==> config.mk <==
export PLATFORM = sky130hd
export DESIGN_NAME = ntt_bitrev_reorder_flat
export DESIGN_NICKNAME = d
export VERILOG_FILES = /design/src/rtl/ntt_bitrev_reorder_if.sv /design/src/rtl/ntt_bitrev_reorder.sv /design/src/flat_wrapper.sv
export SDC_FILE = /design/constraint.sdc
export NUM_CORES = 1
export LEC_CHECK = 0
export CAP_MARGIN = 10
export CELL_PAD_IN_SITES_DETAIL_PLACEMENT = 0
export CELL_PAD_IN_SITES_GLOBAL_PLACEMENT = 1
export CORE_MARGIN = 2
export CORE_UTILIZATION = 49
export DETAILED_ROUTE_END_ITERATION = 10
export MAX_ROUTING_LAYER = met4
export PLACE_DENSITY = 0.74
export SYNTH_ARGS = -nofsm -noshare
export SYNTH_HDL_FRONTEND = slang
export SYNTH_SLANG_ARGS = --single-unit
==> constraint.sdc <==
create_clock -name clk -period 7.5 [get_ports clk]
set_clock_uncertainty 0.2 [all_clocks]
set_input_delay 1.125 -clock clk [delete_from_list [all_inputs] [get_ports clk]]
set_output_delay 1.125 -clock clk [all_outputs]
set_load 0.005 [all_outputs]
==> src/rtl/ntt_bitrev_reorder_if.sv <==
// Stream bundle for ntt_bitrev_reorder: the bit-reversed input side
// and the natural-order output side, each with its own valid/ready.
interface ntt_bitrev_reorder_if #(
  parameter int data_width = 64
);
  logic                  in_valid;
  logic                  in_ready;
  logic [data_width-1:0] in_data;
  logic                  out_valid;
  logic                  out_ready;
  logic                  out_last;
  logic [data_width-1:0] out_data;

  modport master (
    output in_valid,
    output in_data,
    output out_ready,
    input  in_ready,
    input  out_valid,
    input  out_data,
    input  out_last
  );

  modport slave (
    input  in_valid,
    input  in_data,
    input  out_ready,
    output in_ready,
    output out_valid,
    output out_data,
    output out_last
  );
endinterface

==> src/rtl/ntt_bitrev_reorder.sv <==
// Ping-pong frame buffer turning SDF bit-reversed output into natural order.
// Define BITREV_REORDER_EN for NTT mode; otherwise a two-frame FIFO.
module ntt_bitrev_reorder #(
  parameter int data_width = 64,
  parameter int addr_width = 3
) (
  input  logic                     clk,
  input  logic                     rst_n,
  ntt_bitrev_reorder_if.slave      bus,
  output logic                     frame_done_tick
);
  localparam int n = 1 << addr_width;
  localparam logic [addr_width-1:0] last_idx = addr_width'(n - 1);

  logic [data_width-1:0] bank [2][n];
  logic [1:0]            full;
  logic [1:0]            full_nxt;
  logic                  wr_sel;
  logic                  rd_sel;
  logic [addr_width-1:0] wr_cnt;
  logic [addr_width-1:0] rd_cnt;
  logic [addr_width-1:0] rd_addr;
  logic                  wr_fire;
  logic                  rd_fire;
  logic                  wr_last;
  logic                  rd_last;

`ifdef BITREV_REORDER_EN
  function automatic logic [addr_width-1:0] bitrev(
    input logic [addr_width-1:0] a
  );
    logic [addr_width-1:0] r;
    for (int i = 0; i < addr_width; i++) begin
      r[i] = a[addr_width-1-i];
    end
    return r;
  endfunction

  assign rd_addr = bitrev(rd_cnt);
`else
  assign rd_addr = rd_cnt;
`endif

  assign bus.in_ready  = !full[wr_sel];
  assign bus.out_valid = full[rd_sel];
  assign bus.out_data  = bank[rd_sel][rd_addr];
  assign bus.out_last  = full[rd_sel] && rd_last;

  assign wr_fire = bus.in_valid && !full[wr_sel];
  assign rd_fire = bus.out_ready && full[rd_sel];
  assign wr_last = wr_cnt == last_idx;
  assign rd_last = rd_cnt == last_idx;

  // Write and read always target different banks, so both edits can land.
  always_comb begin
    full_nxt = full;
    if (wr_fire && wr_last) full_nxt[wr_sel] = 1'b1;
    if (rd_fire && rd_last) full_nxt[rd_sel] = 1'b0;
  end

  always_ff @(posedge clk or negedge rst_n) begin
    if (!rst_n) begin
      full            <= '0;
      wr_sel          <= 1'b0;
      rd_sel          <= 1'b0;
      wr_cnt          <= '0;
      rd_cnt          <= '0;
      frame_done_tick <= 1'b0;
    end else begin
      full            <= full_nxt;
      frame_done_tick <= rd_fire && rd_last;
      if (wr_fire) begin
        wr_cnt <= wr_cnt + addr_width'(1);
        if (wr_last) wr_sel <= !wr_sel;
      end
      if (rd_fire) begin
        rd_cnt <= rd_cnt + addr_width'(1);
        if (rd_last) rd_sel <= !rd_sel;
      end
    end
  end

  // Storage is deliberately not reset; the full flags gate every read.
  always_ff @(posedge clk) begin
    if (wr_fire) bank[wr_sel][wr_cnt] <= bus.in_data;
  end
endmodule

==> src/flat_wrapper.sv <==
// flat-port wrapper written by rule: the top's interface ports become plain ports
module ntt_bitrev_reorder_flat 
#(
  parameter int data_width = 64,
  parameter int addr_width = 3
)
  (clk, rst_n, frame_done_tick, bus_in_valid, bus_in_data, bus_out_ready, bus_in_ready, bus_out_valid, bus_out_data, bus_out_last);
  ntt_bitrev_reorder_if #(.data_width(data_width)) bus_i ();
  input  logic clk;
  input  logic rst_n;
  output logic frame_done_tick;
  input wire logic [$bits(bus_i.in_valid)-1:0] bus_in_valid;
  input wire logic [$bits(bus_i.in_data)-1:0] bus_in_data;
  input wire logic [$bits(bus_i.out_ready)-1:0] bus_out_ready;
  output wire logic [$bits(bus_i.in_ready)-1:0] bus_in_ready;
  output wire logic [$bits(bus_i.out_valid)-1:0] bus_out_valid;
  output wire logic [$bits(bus_i.out_data)-1:0] bus_out_data;
  output wire logic [$bits(bus_i.out_last)-1:0] bus_out_last;
  assign bus_i.in_valid = bus_in_valid;
  assign bus_i.in_data = bus_in_data;
  assign bus_i.out_ready = bus_out_ready;
  assign bus_in_ready = bus_i.in_ready;
  assign bus_out_valid = bus_i.out_valid;
  assign bus_out_data = bus_i.out_data;
  assign bus_out_last = bus_i.out_last;
  ntt_bitrev_reorder #(.data_width(data_width), .addr_width(addr_width)) u_core (.clk(clk), .rst_n(rst_n), .bus(bus_i), .frame_done_tick(frame_done_tick));
endmodule
==> results of run 1 <==
-- kinds of logic after synthesis --
family,synth area share [%]
flops,79.8
mux,15.0
compound gates,2.53
simple gates,1.06
buf+inv,1.34
xor+xnor,0.0901
fa+ha+maj,0.129
-- where the power goes --
part	switching, mW	internal [mW]	leakage [nW]
Sequential	0.223	6.86	9.36
Clock	2.02	2.74	1.52
Combinational	2.35	2.24	2.95
Total	4.59	11.8	13.8
-- routing by layer --
layer	up-vias	GRT usage [%]	routed length, um
li1	7381	-	-
met1	9532	29.6	34700
met2	638	32.1	39900
met3	123	3.79	5800
met4	0	5.80	1440
met5	-	-	0
-- flip-flops by register name (all words and copies together), names as in the netlist --
register,cells
u_core.bank,1024
u_core.frame_done_tick,1
u_core.full,2
u_core.rd_addr,3
u_core.rd_sel,1
u_core.wr_cnt,3
u_core.wr_sel,1
-- placed cells by master, fill, tap and decap left out, types with 3 or more instances in the layout --
master / instances
clkbuf_16: 102
diode_2: 8
clkinvlp_4: 3
clkinv_2: 19
mux2_1: 4
edfxtp_1: 1024
nor2_4: 13
bufinv_16: 8
mux4_2: 256
nand2_1: 67
ha_1: 4
buf_12: 4
clkbuf_1: 18
nor4_2: 4
dfrtp_1: 9
clkinv_1: 25
a22oi_1: 128
clkdlybuf4s50_1: 135
buf_4: 34
xnor2_1: 4
-- per-stage QoR --
step                power (mW)  setup slack, ps  area, um^2
floorplan                 10.0             -990       38900
global placement          11.8             2870       41500
detailed placement        11.9             2870       41500
CTS                       16.6             2150       44600
global route              17.1             1980       44600
finish                    16.4             2300       44600
-- layout make-up --
| class | count | area (um^2) | share of cell area [%] |
|---|---|---|---|
| Antenna cell | 8 | 20.0 | 0.0449 |
| Clock buffer | 120 | 2620 | 5.87 |
| Clock inverter | 57 | 477 | 1.07 |
| Inverter | 1 | 3.75 | 0.00841 |
| Multi-Input combinational cell | 498 | 7460 | 16.7 |
| Sequential cell | 1035 | 31000 | 69.6 |
| Tap cell | 1050 | 1310 | 2.94 |
| Timing Repair Buffer | 173 | 1690 | 3.78 |
-- worst register-to-register path, cell delays in order, from the launching register on --
cell      delay, ps
dfrtp_1         510
mux2i_2         470
nand4b_1        490
nor2_4          670
buf_4           960
-- worst max path at each step --
stage	slack, ps	cells past startpoint	to
2_1_floorplan	-990	3	u_core.bank[0][192]
3_3_place_gp	2870	5	bus_out_data[24]
3_5_place_dp	2870	5	bus_out_data[22]
4_1_cts	2150	5	bus_out_data[22]
5_1_grt	1980	5	bus_out_data[22]
6_report	2300	5	bus_out_data[50]
==> summary.md, run 1 <==
| Metric | Value |
|---|---|
| Synth Area per Inst | 24.0 um^2 |
| First element of the critical path | u_core.rd_sel |
| Sequential area share after synthesis | 79.8% |
| Cell area after synthesis | 38900 um^2 |
| Initial antenna violation count | 8 |
| Post-Syn Instances | between 1500 and 2000 |
| Async SR Flop Fraction | between 1 and 1.5% |
| Hold violation total from the final report | 0 |
| Filler Cell Count | 5621 |
| RSZ-0062 raised after global routing | no |
| CTS tree | built |
| Placer Congestion | 0.736 |
| CP Launch Type | flip-flop |
| Worst endpoint required time | 6170 ps |
| Peak supply drop | 0.359 mV |
| Vias in the first global route | 18600 |
| Final nets | ~1900 |
| Worst-Margin Slew | 1110 ps |
| Top cells by count, synth | 1024 x edfxtp_1, 256 x mux4_2, 128 x a22oi_1 |
| Yosys reg bits | 1035 |
| Crit-path leading delay family | buffers and inverters |
| Worst hold start | u_core.full[0] |
| Syn_nets | 1694 |
| Post-synth EDFFs | around 1000 |
| Synth unique cells | 30 |
| Die height | 286 um |
| # DRC | 0 |
| Final core utilization | a little under three fifths |
| Period utilization | 69.4% |
| Clock buffer depth | 3 |
| Root buffer cell | clkbuf_16 |
| Die ar. | 81600 um^2 |
| Run status | completed |
| Synth top area share | 79.1% |
| Prevailing post-synth register cell | edfxtp_1 |
| Initial Utilization | a little under 50% |
| Worst-path clk slew | 60 ps |
| TritonCTS Sinks | around 1000 |
| Worst Hold Class | flip-flop to flip-flop |
| CTS buffer count | 98 |
| CP arrival | 3880 ps |
| Yosys top cell by area | edfxtp_1 |
| Global-route wire length before repair | between 100000 and 150000 um |
| Post-DRT Antenna Nets | 0 |
| Worst hold endpoint | u_core.full[0] |
| # placed instances | 2756 |
| Reg2reg path depth | 4 |
| DR pass1 iterations | 5 |
| Layout overhead on the synthesized area | 14.8% |
| Final Max Slew Viols | 0 |
| Total Routed Length | 81800 um |
| Cell row count | between 100 and 150 |
| Crit path cell chain | buf_4, mux4_2, a22oi_1, nand2_1, clkdlybuf4s50_1 |
| DR vias/cell | roughly 6.0 |
| Top-count cell post-synth | edfxtp_1 |
| Worst setup EP type | output port |
| Hold-fix buffers at CTS | 0 |
| Setup tns final | 0 ps |
| Die W | 286 um |
| GRT overflow | 0 |
| Hold WS | 373 ps |
| Hold Path Depth | 1 |
| Vias | 17700 |
| Ratio of cells with drive above 1 in the final layout | between 20% and 30% |
| Pin count of the biggest net entering global routing | 161 |
| Final setup fails | 0 |
| Worst slew margin | 25.9% |
| Routed WL per cell | 27.8 um |
| Core ar. | 78700 um^2 |
| Gr usage total | 21.0% |
| H-tree Lvls | 3 |
| Non-filler cells, final | just under 3000 |
| Post-DP HPWL | 40500 um |
| # port buffers | about 140 |
| CP Buf/Inv Count | 2 |
| Worst R2R End | u_core.bank[0][384] |
| Pwr dens | 368 nW/um^2 |
| Min Tclk post-route | 5200 ps |
| Initial DRC Count | 1930 |
| Crit Path Category | flip-flop to output port |
| Clock Latency Late Sink | 650 ps |
| # IOs | 136 |
| F_max | 192 MHz |
| Post-CTS setup buffers | 0 |
| Resized Gates After CTS | 0 |
| Max capacitance violation total | 0 |
| CP Max Fanout | 45 |
| Cell with the largest stage delay on the worst path | dfrtp_4 |
| Ys Warns | 0 |
| Crit-path max cell delay | about 920 ps |
| Synth top area cells | edfxtp_1 79%, mux4_2 15%, a22oi_1 2.5% |
| Leakage | approximately 14 nW |
| Reg-to-reg startpoint | u_core.wr_sel |
| Reg-to-reg slack, setup | 3740 ps |
Note: power is estimated with default switching activity, not from simulation.
==> run 2, diff against run 1 <==
- CORE_UTILIZATION: 49 -> 54
- PLACE_DENSITY: 0.74 -> 0.78
- clock period: 7.5 -> 5.3 ns (I/O delays scaled with it)
==> summary.md, run 2 (synthesized netlist as in run 1, its figures left out) <==
| Metric | Value |
|---|---|
| Resized Gates After CTS | 0 (unchanged) |
| Crit Path Category | flip-flop to output port (unchanged) |
| Crit path cell chain | buf_4, mux4_2, a22oi_1, nand2_1, clkdlybuf4s50_1 (unchanged) |
| # DRC | 0 (unchanged) |
| Vias | 17800 (was 17700) |
| Ratio of cells with drive above 1 in the final layout | 24.7% (was 24.0%) |
| Hold-fix buffers at CTS | 0 (unchanged) |
| Placer Congestion | 0.728 (was 0.736) |
| DR vias/cell | 6.23 (was 6.01) |
| Worst R2R End | u_core.bank[0][257] (was u_core.bank[0][384]) |
| GRT overflow | 0 (unchanged) |
| Setup tns final | 0 ps (unchanged) |
| Worst slew margin | 26.6% (was 25.9%) |
| Worst endpoint required time | 4300 ps (was 6170 ps) |
| CP arrival | 3490 ps (was 3880 ps) |
| CTS buffer count | 98 (unchanged) |
| Pin count of the biggest net entering global routing | 67 (was 161) |
| Pre-CTS setup slack | 1410 ps (was 2870 ps) |
| Post-DP HPWL | 42600 um (was 40500 um) |
| RSZ-0062 raised after global routing | no (unchanged) |
| CP Launch Type | flip-flop (unchanged) |
| CTS tree | built (unchanged) |
| Final setup fails | 0 (unchanged) |
| Filler Cell Count | 4691 (was 5621) |
| Reg-to-reg slack, setup | 1760 ps (was 3740 ps) |
| Reg-to-reg startpoint | u_core.wr_sel (unchanged) |
| Initial Utilization | 54.5% (was 49.4%) |
| Final instance area | 44800 um^2 (was 44600 um^2) |
| Layout overhead on the synthesized area | 15.4% (was 14.8%) |
| CP Max Fanout | 32 (was 45) |
| Worst-Margin Slew | 1100 ps (was 1110 ps) |
| Total Routed Length | 83700 um (was 81800 um) |
| Run status | completed (unchanged) |
| # IOs | 136 (unchanged) |
| Die ar. | 74100 um^2 (was 81600 um^2) |
| Post-CTS setup buffers | 0 (unchanged) |
| Clock buffer depth | 3 (unchanged) |
| Number of flip-flops in the largest register | 1024 (unchanged) |
| Routed WL per cell | 29.3 um (was 27.8 um) |
| Cell row count | 98 (was 103) |
| Die height | 272 um (was 286 um) |
| TritonCTS Sinks | 1035 (unchanged) |
| Clock Latency Late Sink | 640 ps (was 650 ps) |
| Pwr dens | 525 nW/um^2 (was 368 nW/um^2) |
| H-tree Lvls | 3 (unchanged) |
| Peak supply drop | 0.414 mV (was 0.359 mV) |
| Setup WS post-layout | 818 ps (was 2300 ps) |
| Vias in the first global route | 18700 (was 18600) |
| Area after DPL | 41700 um^2 (was 41500 um^2) |
| Hold violation total from the final report | 0 (unchanged) |
| Most common cell after layout, fill and taps aside | edfxtp_1 (unchanged) |
| # port buffers | 135 (unchanged) |
| DR pass1 iterations | 5 (unchanged) |
| Post-DRT Antenna Nets | 0 (unchanged) |
| Final nets | 1897 (was 1879) |
| Final core utilization | 62.8% (was 56.7%) |
| Max capacitance violation total | 0 (unchanged) |
| Core ar. | 71400 um^2 (was 78700 um^2) |
| # placed instances | 2675 (was 2756) |
| Root buffer cell | clkbuf_16 (unchanged) |
| Non-filler cells, final | 2859 (was 2942) |
| Worst setup EP type | output port (unchanged) |
| Die W | 272 um (was 286 um) |
| Worst-path clk slew | 60 ps (about the same) |
| Period utilization | 84.6% |
| Initial antenna violation count | 6 (was 8) |
| Final Max Slew Viols | 0 (unchanged) |
| Crit-path max cell delay | 760 ps (was 920 ps) |
| Global-route wire length before repair | 124000 um (was 121000 um) |
| F_max | 223 MHz |
| Register with the most flip-flops | u_core.bank (unchanged) |
| Worst Hold Class | input port to asynchronous set/reset pin (was flip-flop to flip-flop) |
| Most frequent cells in the layout | 1024 x edfxtp_1, 256 x mux4_2, 135 x clkdlybuf4s50_1, 128 x a22oi_1, 100 x clkbuf_16 (was 1024 x edfxtp_1, 256 x mux4_2, 135 x clkdlybuf4s50_1, 128 x a22oi_1, 102 x clkbuf_16) |
| Leakage | 14.0 nW (was 13.8 nW) |
| Initial DRC Count | 2196 (was 1930) |
| Gr usage total | 23.8% (was 21.0%) |
| Reg2reg path depth | 4 (unchanged) |
| Cell with the largest stage delay on the worst path | dfrtp_4 (unchanged) |
| Min Tclk post-route | about 4500 ps |
## run 2: metrics by stage
step	hold WS, ps	total power, mW
after floorplan	299	14.2
after global placement	336	16.9
after detailed placement	372	17.0
after CTS	306	23.8
after global routing	351	24.5
final	321	23.5
## run 2: critical path, delay by kind of cell, from the launching register on
kind / cells / cell delay [ps]
buffers and inverters: 2 / 1080
multiplexers: 1 / 580
flip-flops: 1 / 760
AND/OR/NAND/NOR: 1 / 130
AO/OA/AOI/OAI: 1 / 250
## run 2: worst max path at each step
| stage | startpoint | to | cells past startpoint |
|---|---|---|---|
| 6_report | u_core.rd_sel | bus_out_data[42] | 5 |
| 5_1_grt | u_core.rd_sel | bus_out_data[49] | 5 |
| 4_1_cts | u_core.rd_sel | bus_out_data[42] | 5 |
| 3_5_place_dp | u_core.rd_sel | bus_out_data[42] | 5 |
| 3_3_place_gp | u_core.rd_sel | bus_out_data[42] | 5 |
| 2_1_floorplan | bus_in_valid | u_core.bank[0][448] | 3 |
## run 2: power by group
group | total [mW] | switching (mW) | internal [mW]
logic | 6.66 | 3.41 | 3.25
registers | 10.0 | 0.326 | 9.70
clock network | 6.84 | 2.89 | 3.95
## run 2: layout make-up
cell class                 instances  area (um^2)  share of cell area, %
sequential                      1035        31000                   69.2
multi-input combinational        498         7500                   16.7
clock buffer                     124         2590                   5.78
timing repair buffer             191         1970                   4.40
tap                              950         1190                   2.65
clock inverter                    54          544                   1.21
antenna                            6         15.0                 0.0335
inverter                           1         3.75                0.00837
## run 2: per-layer routing
layer / part of all wire [%] / global-route usage [%] / vias to the layer above
met1: 40 / 33.1 / 9578
li1: - / - / 7414
met2: 50 / 37.3 / 723
met3: 8.0 / 4.40 / 98
met4: 1.5 / 5.38 / 0
met5: 0 / - / -
==> run 3, diff against run 2 <==
- clock period: 5.3 -> 4.51 ns (I/O delays scaled with it)
==> summary.md, run 3 (synthesized netlist as in run 1, its figures left out) <==
| Metric | Value |
|---|---|
| Crit Path Category | flip-flop to output port (unchanged) |
| CP Launch Type | flip-flop (unchanged) |
| Post-DP HPWL | 41100 um (was 42600 um) |
| Final instance area | 45100 um^2 (was 44800 um^2) |
| Worst slew margin | 42.7% (was 26.6%) |
| Peak supply drop | 0.348 mV (was 0.414 mV) |
| # placed instances | 2675 (unchanged) |
| Hold violation total from the final report | 0 (unchanged) |
| Global-route wire length before repair | 123000 um (was 124000 um) |
| Clock Latency Late Sink | 640 ps (about the same) |
| CTS tree | built (unchanged) |
| Leakage | 14.1 nW (was 14.0 nW) |
| Pwr dens | 624 nW/um^2 (was 525 nW/um^2) |
| Worst Hold Class | input port to asynchronous set/reset pin (unchanged) |
| Post-CTS setup buffers | 0 (unchanged) |
| DR vias/cell | 6.30 (was 6.23) |
| F_max | 241 MHz |
| Worst-path clk slew | 60 ps (about the same) |
| Placer Congestion | 0.741 (was 0.728) |
| Vias in the first global route | 18700 (about the same) |
| Register with the most flip-flops | u_core.bank (unchanged) |
| Vias | 18000 (was 17800) |
| Worst-Margin Slew | 859 ps (was 1100 ps) |
| DR pass1 iterations | 5 (unchanged) |
| Hold-fix buffers at CTS | 0 (unchanged) |
| Resized Gates After CTS | 0 (unchanged) |
| Min Tclk post-route | just over 4000 ps |
| # port buffers | 135 (unchanged) |
| CP Max Fanout | 26 (was 32) |
| Pin count of the biggest net entering global routing | 69 (was 67) |
| Multi-input gate area | 7500 um^2 (unchanged) |
| TritonCTS Sinks | 1035 (unchanged) |
| Reg-to-reg slack, setup | 1240 ps (was 1760 ps) |
| Filler Cell Count | 4672 (was 4691) |
| GRT overflow | 0 (unchanged) |
| Area after DPL | 41700 um^2 (about the same) |
| CTS buffer count | 99 (was 98) |
| Non-filler cells, final | 2861 (was 2859) |
| Most frequent cells in the layout | 1024 x edfxtp_1, 256 x mux4_2, 135 x clkdlybuf4s50_1, 128 x a22oi_1, 101 x clkbuf_16 (was 1024 x edfxtp_1, 256 x mux4_2, 135 x clkdlybuf4s50_1, 128 x a22oi_1, 100 x clkbuf_16) |
| Routed WL per cell | 29.2 um (was 29.3 um) |
| Root buffer cell | clkbuf_16 (unchanged) |
| Ratio of cells with drive above 1 in the final layout | 25.2% (was 24.7%) |
| Clock buffer depth | 3 (unchanged) |
| Die ar. | 74100 um^2 (unchanged) |
| Final nets | 1898 (was 1897) |
| Worst setup EP type | output port (unchanged) |
| Post-DRT Antenna Nets | 0 (unchanged) |
| Max capacitance violation total | 0 (unchanged) |
| FF+latch area | 31000 um^2 (unchanged) |
| Initial DRC Count | 2170 (was 2196) |
| Cell row count | 98 (unchanged) |
| H-tree Lvls | 3 (unchanged) |
| Total Routed Length | 83600 um (was 83700 um) |
| Die W | 272 um (unchanged) |
| Die height | 272 um (unchanged) |
| Setup tns final | 0 ps (unchanged) |
| Final setup fails | 0 (unchanged) |
| RSZ-0062 raised after global routing | no (unchanged) |
| Worst endpoint required time | 3630 ps (was 4300 ps) |
| Initial antenna violation count | 7 (was 6) |
| CP arrival | 3270 ps (was 3490 ps) |
| Pre-CTS setup slack | 967 ps (was 1410 ps) |
| Run status | completed (unchanged) |
| Period utilization | between 90% and 100% |
| Total power | 28.1 mW (was 23.5 mW) |
| Most common cell after layout, fill and taps aside | edfxtp_1 (unchanged) |
| Setup WS post-layout | 368 ps (was 818 ps) |
| # DRC | 0 (unchanged) |
| Initial Utilization | 54.5% (unchanged) |
| Gr usage total | 23.5% (was 23.8%) |
| Core ar. | 71400 um^2 (unchanged) |
| Final Max Slew Viols | 0 (unchanged) |
| Layout overhead on the synthesized area | 15.9% (was 15.4%) |
| Number of flip-flops in the largest register | 1024 (unchanged) |
| # IOs | 136 (unchanged) |
## run 3: cell types whose count changed in the layout (fill, tap and decap cells not counted), sizes merged
cell      before  now
bufinv        10   17
clkbuf       124  121
clkinv        39   36
clkinvlp       2    3
diode          6    7
inv            4    3
## run 3: per-stage QoR
| stage | hold slack, ps | utilization, % |
|---|---|---|
| final | 186 | 63.1 |
| after global routing | 200 | 63.1 |
| after CTS | 160 | 63.1 |
| after detailed placement | 365 | 58.5 |
| after global placement | 337 | 58.5 |
| after floorplan | 181 | - |
## run 3: critical path, cell delays in order, from the launching register on
cell             delay, ps
dfrtp_4                620
buf_4                  520
mux4_2                 560
a22oi_1                190
nand2_1                200
clkdlybuf4s50_1        510
## run 3: layout make-up
cell class / count / share of cell area, %
repair buffers: 191 / 4.43
flip-flops and latches: 1035 / 68.9
diodes: 7 / 0.0389
inverters: 1 / 0.00833
clock buffers: 121 / 5.82
multi-input cells: 498 / 16.6
well taps: 950 / 2.64
clock inverters: 58 / 1.57
## run 3: report_power, final
group	switching, mW	internal [mW]
clock network	3.38	5.09
registers	0.367	11.4
logic	4.01	3.88
## run 3: final timing paths
kind | to | startpoint | cells past startpoint
worst max-delay path | bus_out_data[11] | u_core.rd_sel | 5
worst min-delay path | u_core.frame_done_tick | rst_n | 1
worst max register to register | u_core.bank[0][357] | u_core.wr_sel | 4
worst min register to register | u_core.full[1] | u_core.full[1] | 1
max in group asynchronous | u_core.rd_sel | rst_n | 1
min in group clk | u_core.full[1] | u_core.full[1] | 1
## run 3: routing by layer
| metal | vias to the layer above | routed length (um) | track usage [%] | part of all wire, % |
|---|---|---|---|---|
| met5 | - | 0 | - | 0 |
| met4 | 0 | 1400 | 5.60 | 1.7 |
| met3 | 113 | 7080 | 4.17 | 8.5 |
| met2 | 843 | 41200 | 36.7 | 49 |
| met1 | 9655 | 33900 | 32.9 | 41 |
| li1 | 7414 | - | - | - |
